`config.mk`:
```
export PLATFORM = sky130hd
export DESIGN_NAME = alu_cmd_queue
export DESIGN_NICKNAME = d
export VERILOG_FILES = /design/src/rtl/alu_cmd_queue.sv
export SDC_FILE = /design/constraint.sdc
export NUM_CORES = 1
export LEC_CHECK = 0
export ABC_AREA = 1
export CELL_PAD_IN_SITES_DETAIL_PLACEMENT = 1
export CELL_PAD_IN_SITES_GLOBAL_PLACEMENT = 2
export CORE_ASPECT_RATIO = 2
export CORE_MARGIN = 4
export CORE_UTILIZATION = 36
export DETAILED_ROUTE_END_ITERATION = 10
export GPL_TIMING_DRIVEN = 0
export HOLD_SLACK_MARGIN = 0.15
export PLACE_DENSITY_LB_ADDON = 0.1
export SLEW_MARGIN = 0
export SYNTH_ARGS = -nofsm -noshare
export SYNTH_HDL_FRONTEND = slang
export SYNTH_SLANG_ARGS = --single-unit
```
`constraint.sdc`:
```
create_clock -name clk -period 6.22 [get_ports clk]
set_input_delay 1.244 -clock clk [delete_from_list [all_inputs] [get_ports clk]]
set_output_delay 1.244 -clock clk [all_outputs]
set_load 0.02 [all_outputs]
```
`src/rtl/alu_cmd_queue.sv`:
```
// Command queue in front of a registered simple_alu: buffers {a,b,op}, issues one
// command at a time, captures the ALU result and presents it on a response port.
module alu_cmd_queue #(
  parameter int DEPTH = 4
) (
  input  logic                   clk,
  input  logic                   rst,
  input  logic                   cmd_valid,
  output logic                   cmd_ready,
  input  logic [7:0]             cmd_a,
  input  logic [7:0]             cmd_b,
  input  logic [2:0]             cmd_op,
  output logic [7:0]             alu_a,
  output logic [7:0]             alu_b,
  output logic [2:0]             alu_opcode,
  input  logic [15:0]            alu_result,
  output logic                   rsp_valid,
  input  logic                   rsp_ready,
  output logic [15:0]            rsp_data,
  output logic [2:0]             rsp_op,
  output logic                   rsp_err,
  output logic [$clog2(DEPTH):0] count
);
  localparam int AW = $clog2(DEPTH);
  localparam int CW = AW + 1;
  localparam int EW = 19;

  typedef enum logic [1:0] {
    IDLE = 2'd0,
    EXEC = 2'd1,
    CAPT = 2'd2,
    HOLD = 2'd3
  } state_t;

  state_t        state;
  logic [EW-1:0] mem [DEPTH];
  logic [AW-1:0] wr_ptr;
  logic [AW-1:0] rd_ptr;
  logic [EW-1:0] head;
  logic          not_empty;
  logic          push;
  logic          pop;

  // Handshakes: a transfer happens on a rising edge where valid and ready are both
  // high; a producer holding valid keeps its payload stable until that edge.
  assign cmd_ready = !rst && (count != CW'(DEPTH));
  assign push      = cmd_valid && cmd_ready;
  assign not_empty = (count != '0);
  assign pop       = not_empty && ((state == IDLE) || ((state == HOLD) && rsp_ready));
  assign head      = mem[rd_ptr];

  always_ff @(posedge clk) begin
    if (push) begin
      mem[wr_ptr] <= {cmd_a, cmd_b, cmd_op};
    end
  end

  always_ff @(posedge clk) begin
    if (rst) begin
      wr_ptr <= '0;
      rd_ptr <= '0;
      count  <= '0;
    end else begin
      if (push) wr_ptr <= wr_ptr + 1'b1;
      if (pop)  rd_ptr <= rd_ptr + 1'b1;
      case ({push, pop})
        2'b10:   count <= count + 1'b1;
        2'b01:   count <= count - 1'b1;
        default: count <= count;
      endcase
    end
  end

  // The ALU samples alu_* at the edge closing EXEC; its registered result is
  // therefore valid throughout CAPT.
  always_ff @(posedge clk) begin
    if (rst) begin
      state      <= IDLE;
      alu_a      <= '0;
      alu_b      <= '0;
      alu_opcode <= '0;
      rsp_valid  <= 1'b0;
      rsp_data   <= '0;
      rsp_op     <= '0;
      rsp_err    <= 1'b0;
    end else begin
      case (state)
        IDLE: begin
          if (pop) begin
            alu_a      <= head[18:11];
            alu_b      <= head[10:3];
            alu_opcode <= head[2:0];
            state      <= EXEC;
          end
        end
        EXEC: state <= CAPT;
        CAPT: begin
          rsp_data  <= alu_result;
          rsp_op    <= alu_opcode;
          rsp_err   <= (alu_opcode == 3'b111);
          rsp_valid <= 1'b1;
          state     <= HOLD;
        end
        HOLD: begin
          if (rsp_ready) begin
            rsp_valid <= 1'b0;
            if (pop) begin
              alu_a      <= head[18:11];
              alu_b      <= head[10:3];
              alu_opcode <= head[2:0];
              state      <= EXEC;
            end else begin
              state <= IDLE;
            end
          end
        end
        default: state <= IDLE;
      endcase
    end
  end

  a_count_bound: assert property (@(posedge clk) disable iff (rst) count <= CW'(DEPTH));

  a_rsp_in_hold: assert property (@(posedge clk) disable iff (rst)
    rsp_valid == (state == HOLD));

  a_err_tracks_op: assert property (@(posedge clk) disable iff (rst)
    rsp_err == (rsp_op == 3'b111));

  a_hold_stable: assert property (@(posedge clk) disable iff (rst)
    (rsp_valid && !rsp_ready) |=> (rsp_valid && $stable(rsp_data) && $stable(rsp_op)
                                   && $stable(rsp_err)));

endmodule
```
; ---- Yosys cells after proc, flatten, opt, wreduce, memory -nomap -nowiden
; Memory sizes are Yosys's and may differ from the RTL's. A register that Yosys moved wholly into a read port is not among the register bits.
; Cells that the tools add are included.
[word_totals]
ram_bits = 76
in_bits = 39
reg_bits = 49
mem_count = 1
wordCells = 59
output_inout_bits = 44
[mem_list]
columns = memory, depth, word_bits, read_ports, rd_ports_with_merged_regs, write_ports, line_no
row1 = mem, 4, 19, 1, 1, 1, 36  ; logic [EW-1:0] mem [DEPTH];
[classes]
n_eq_ne = 9
n_reduce_logical = 14
add_sub_neg = 4
mux = 20
[op_table]
columns = op, count
row1 = $mux 8, 4
row2 = $pmux 8 s2, 2
row3 = $pmux 3 s2, 2
row4 = $mux 2, 4
row5 = $pmux 2 s4, 1
row6 = $eq 2x2->1 const B, 3
row7 = $mux 3, 2
row8 = $reduce_and 2->1, 3
row9 = $reduce_bool 2->1, 3
row10 = $add 2x1->2 const B, 2
row11 = $eq 2x1->1 const B, 2
row12 = $logic_and 1x1->1, 4
row13 = $mux 1, 4
row14 = $ne 2x2->1 const B, 2
row15 = $add 3x1->3 const B, 1
row16 = $eq 3x3->1 const B, 1
row17 = $ne 3x3->1 const B, 1
row18 = $reduce_bool 3->1, 1
row19 = $sub 3x1->3 const B, 1
row20 = $logic_not 2->1, 1
row21 = $pmux 1 s2, 1
row22 = $logic_not 1->1, 1
row23 = $logic_or 1x1->1, 1

; ---- Depth between registers and ports, before layout
[logic_depth]
ltp_word = 7
mapped_depth = 13
ltp_nobuf = 13

; ---- Least setup slack after synthesis
; No wires, ideal clock.
[synth_timing]
path_kind = input to output
startpoint = input port rst
endpoint = output port cmd_ready
setup_slack_ps = 3199
arrival_time_ps = 1777
n_path_buf = 1
required_ps = 4976
cell_stages = 2
path_cell_list = buf_2 -> a21oi_1
[synth_via]
elab_chain_cells = 2
[synth_lines]
columns = element, line_no
row1 = start: declaration, 7  ; input logic rst,
row2 = $logic_not 1->1, 46  ; assign cmd_ready = !rst && (count != CW'(DEPTH));
row3 = $logic_and 1x1->1, 46
row4 = end: declaration, 9  ; output logic cmd_ready,
; No other way between the ends.

; ---- Worst setup path in the final report
; Same ends and word-level chain as after synthesis.

==> metrics.csv <==
stage,metric,value,unit
outcome,status,"finished, final reports clean",
clocking,cts_tree,yes,
timing,tns,0,ns
pwr,combPwrFrac,0.355,
timing,maxSlewHeadroom,0.586,
pwr,p_sw_frac,0.352,
place,gp_congestion,0.745,
grt,grt.overflow.total,0,
synth,yosysTopAreaCell,edfxtp_1,
grt,grt_first_pass_wirelength,21900,microns
setup_path,cp-start-kind,input pin,
timing,max_freq,0.286,GHz
setup_path,path_cells,buf_2 > a21oi_1 > clkdlybuf4s50_1,
setup_path,required,4.98,ns
grt,grt_usage,0.181,
job,max_cap_violations,0,
synth,syn_inst,485,
clocking,cts_hold_buffers,0,
pwr,pwr-share-seq,0.341,
min_path,hold_class,reg -> reg,
clocking,clock-sinks,127,
timing,period_share,0.562,
routing,wl_per_cell,17.9,microns
cells_and_area,instances_no_fill,757,
setup_path,reg2reg_depth,12,
pwr,cellPowerDensity,498,nW/um^2
timing,drv_slew,0,
cells_and_area,syn_to_final_growth,33.8,%
grt,busiest_layer,met2,
clocking,cts_setup_buffers,0,
setup_path,critical-path-top-delay-family,buffers and inverters,
clocking,htree_num_levels,4,
setup_path,crit_path_max_fanout,9,
setup_path,cpPeakStageDelay,0.64,ns
timing,skew,0.0116,ns
pwr,power,3.31,mW
place,portBuffers,81,
setup_path,rrSetupSlack,4.00,ns
floorplanning,die_h,174,microns
clocking,numCtsBuffers,17,
setup_path,cp_num_cells,3,
place,dp_cells,725,
place,dp_hpwl,9710,microns
routing,drc,0,
grt,grt_max_degree,17,
clocking,clk_pin_slew_worst_paths,0.05,ns
routing,drt_wl_total,13500,microns
cells_and_area,fin_nets,638,
cells_and_area,antenna_cells,0,
setup_path,r2r_end,count[2],
grt,grt_use_met3,0.0507,
timing,rsz0062_at_grt,false,
synth,syn_area_per_cell,10.3,sq um
grt,met2_usage,0.349,
synth,synthFlopType,edfxtp_1,
pwr,p_switching,1.17,mW
routing,final_antenna_net_count,0,
floorplanning,io_pins,83,
routing,viasPerCell,4.94,
synth,syn_nets,534,
clocking,clkLatencyLatePin,0.41,ns
setup_path,critical_path_class,in -> out,
timing,setup_viol,0,
floorplanning,dieArea,15900,sq um
grt,antenna_found_initial,0,
floorplanning,die_w,91.1,microns
pwr,power.leakage,2.57,nW
setup_path,worstSetupEndpoint,cmd_ready,
clocking,cts_resized,0,
timing,finalHoldViolations,0,
clocking,cts_root_buf,clkbuf_16,
grt,grt_util_met1,0.182,
clocking,clock_path_buffers,2,
synth,synth_top_area_frac,0.459,
setup_path,reg2reg_from,state[0],
setup_path,crit_start,rst,
routing,drt_iter0_drc,115,
synth,yosys_warnings,0,
timing,worst-slew-pin-transition,0.621,ns
synth,ys_seq_area_frac,0.664,
pwr,pwr-share-clk,0.304,
cells_and_area,fillers,1485,
synth,synth.distinct_cells,26,
synth,yosys-top-cells-area,"edfxtp_1 46%, dfxtp_1 21%, nor2_1 12%",
setup_path,cpMaxStageDelayCell,clkdlybuf4s50_1,
place,place_area,6050,sq um
floorplanning,num_rows,60,
routing,dr.pass1.iters,4,
floorplanning,initial_core_util,0.368,
floorplanning,core-area,13500,sq um
timing,fin_crit,3.49,ns
setup_path,arrival,2.25,ns
setup_path,path_buf_inv,2,
routing,vias,3740,
cells_and_area,final_area,6650,sq um
synth,synth_async_sr_flop_share,0,
pwr,p_int,2.15,mW
cells_and_area,post-route-util,0.492,
synth,synth_seq_cells,127,
synth,synth_edf_count,76,
grt,grt_pass1_vias,4203,
pwr,peakVddDrop,210,uV
synth,syn_area,4970,sq um
setup_path,endpoint_kind,output port,
cells_and_area,layout-drive-gt1-share,0.111,
## logic make-up (layout without fill, tap and decap cells)
kind of cell	after synthesis	in the layout	synth area share
flip-flops	127	127	0.664
AND/OR/NAND/NOR	207	207	0.163
XOR/XNOR	1	1	0.00176
adder cells (fa/ha/maj)	10	10	0.0267
AO/OA/AOI/OAI	93	93	0.0941
buffers and inverters	47	164	0.0498
## per-stage QoR
| stage | hold WS (ns) | setup WS [ns] |
|---|---|---|
| floorplan | 0.470 | 3.20 |
| CTS | 0.488 | 2.71 |
| detailed placement | 0.476 | 2.73 |
| global placement | 0.451 | 2.27 |
| finish | 0.476 | 2.73 |
| global route | 0.516 | 2.66 |
## cells in the mapped netlist, types with 3 or more instances
library cell,number
o21ai_1,33
nand3_1,6
nor2_1,160
o21ai_0,49
buf_2,9
a21oi_1,10
clkbuf_1,6
inv_1,19
edfxtp_1,76
nand2_1,35
buf_6,7
dfxtp_1,51
inv_2,3
ha_1,9
## layout by cell type, fill, tap and decap left out, types with 3 or more instances in the layout
master,instances
inv_1,19
a21oi_1,10
nand3_1,6
nor2_2,4
buf_8,4
buf_2,9
clkbuf_1,6
o21ai_0,49
clkbuf_16,17
dfxtp_1,51
nand2_1,35
nor2_1,156
clkdlybuf4s50_1,81
clkinv_2,6
buf_6,7
ha_1,9
inv_2,3
bufinv_16,3
clkinv_4,4
o21ai_1,33
edfxtp_1,76
## per-layer routing
metal	wire, microns	up-vias
met3	508	11
li1	-	1820
met1	5080	1838
met5	0	-
met2	7800	71
met4	162	0
## worst min path at each step
stage,startpoint,end,slack [ns],cells after the start
floorplan,state[0],state[0],0.47,2
global placement,rsp_op[0],rsp_op[0],0.45,2
detailed placement,rsp_op[0],rsp_op[0],0.48,2
CTS,rsp_op[0],rsp_op[0],0.49,2
global route,rsp_op[0],rsp_op[0],0.52,2
finish,rsp_op[0],rsp_op[0],0.48,2
## cell type report
type	instances	area, sq um	area share
plain buffers	23	154	0.0231
clock buffers	18	439	0.0660
flip-flops and latches	127	3300	0.497
multi-input cells	311	1430	0.215
inverters	24	93.8	0.0141
well taps	155	194	0.0292
repair buffers	85	871	0.131
clock inverters	14	166	0.0250
## worst register-to-register path, delay by kind of cell (launching register included)
| family | cells | cell delay [ns] |
|---|---|---|
| adder cells (fa/ha/maj) | 3 | 0.64 |
| buffers and inverters | 4 | 0.37 |
| AO/OA/AOI/OAI | 3 | 0.56 |
| flip-flops | 1 | 0.40 |
| AND/OR/NAND/NOR | 2 | 0.14 |
## sequential cells by signal, summed over array words and instances (netlist names), named ones only
register	count
count	3
state	2
rsp_valid	1
alu_opcode	3
rsp_data	16
rsp_err	1
wr_ptr	2
rd_ptr	2
rsp_op	3
alu_a	8
mem	76
alu_b	8
## power groups by stage
stage	Clock, mW	Combinational (mW)	Sequential, mW
after floorplan	0	0.602	1.25
after global placement	0	1.16	1.14
after detailed placement	0	1.20	1.15
after CTS	1.03	1.21	1.13
after global routing	1.07	1.31	1.15
final	1.01	1.18	1.13
Note: power is estimated with default switching activity, not from simulation.
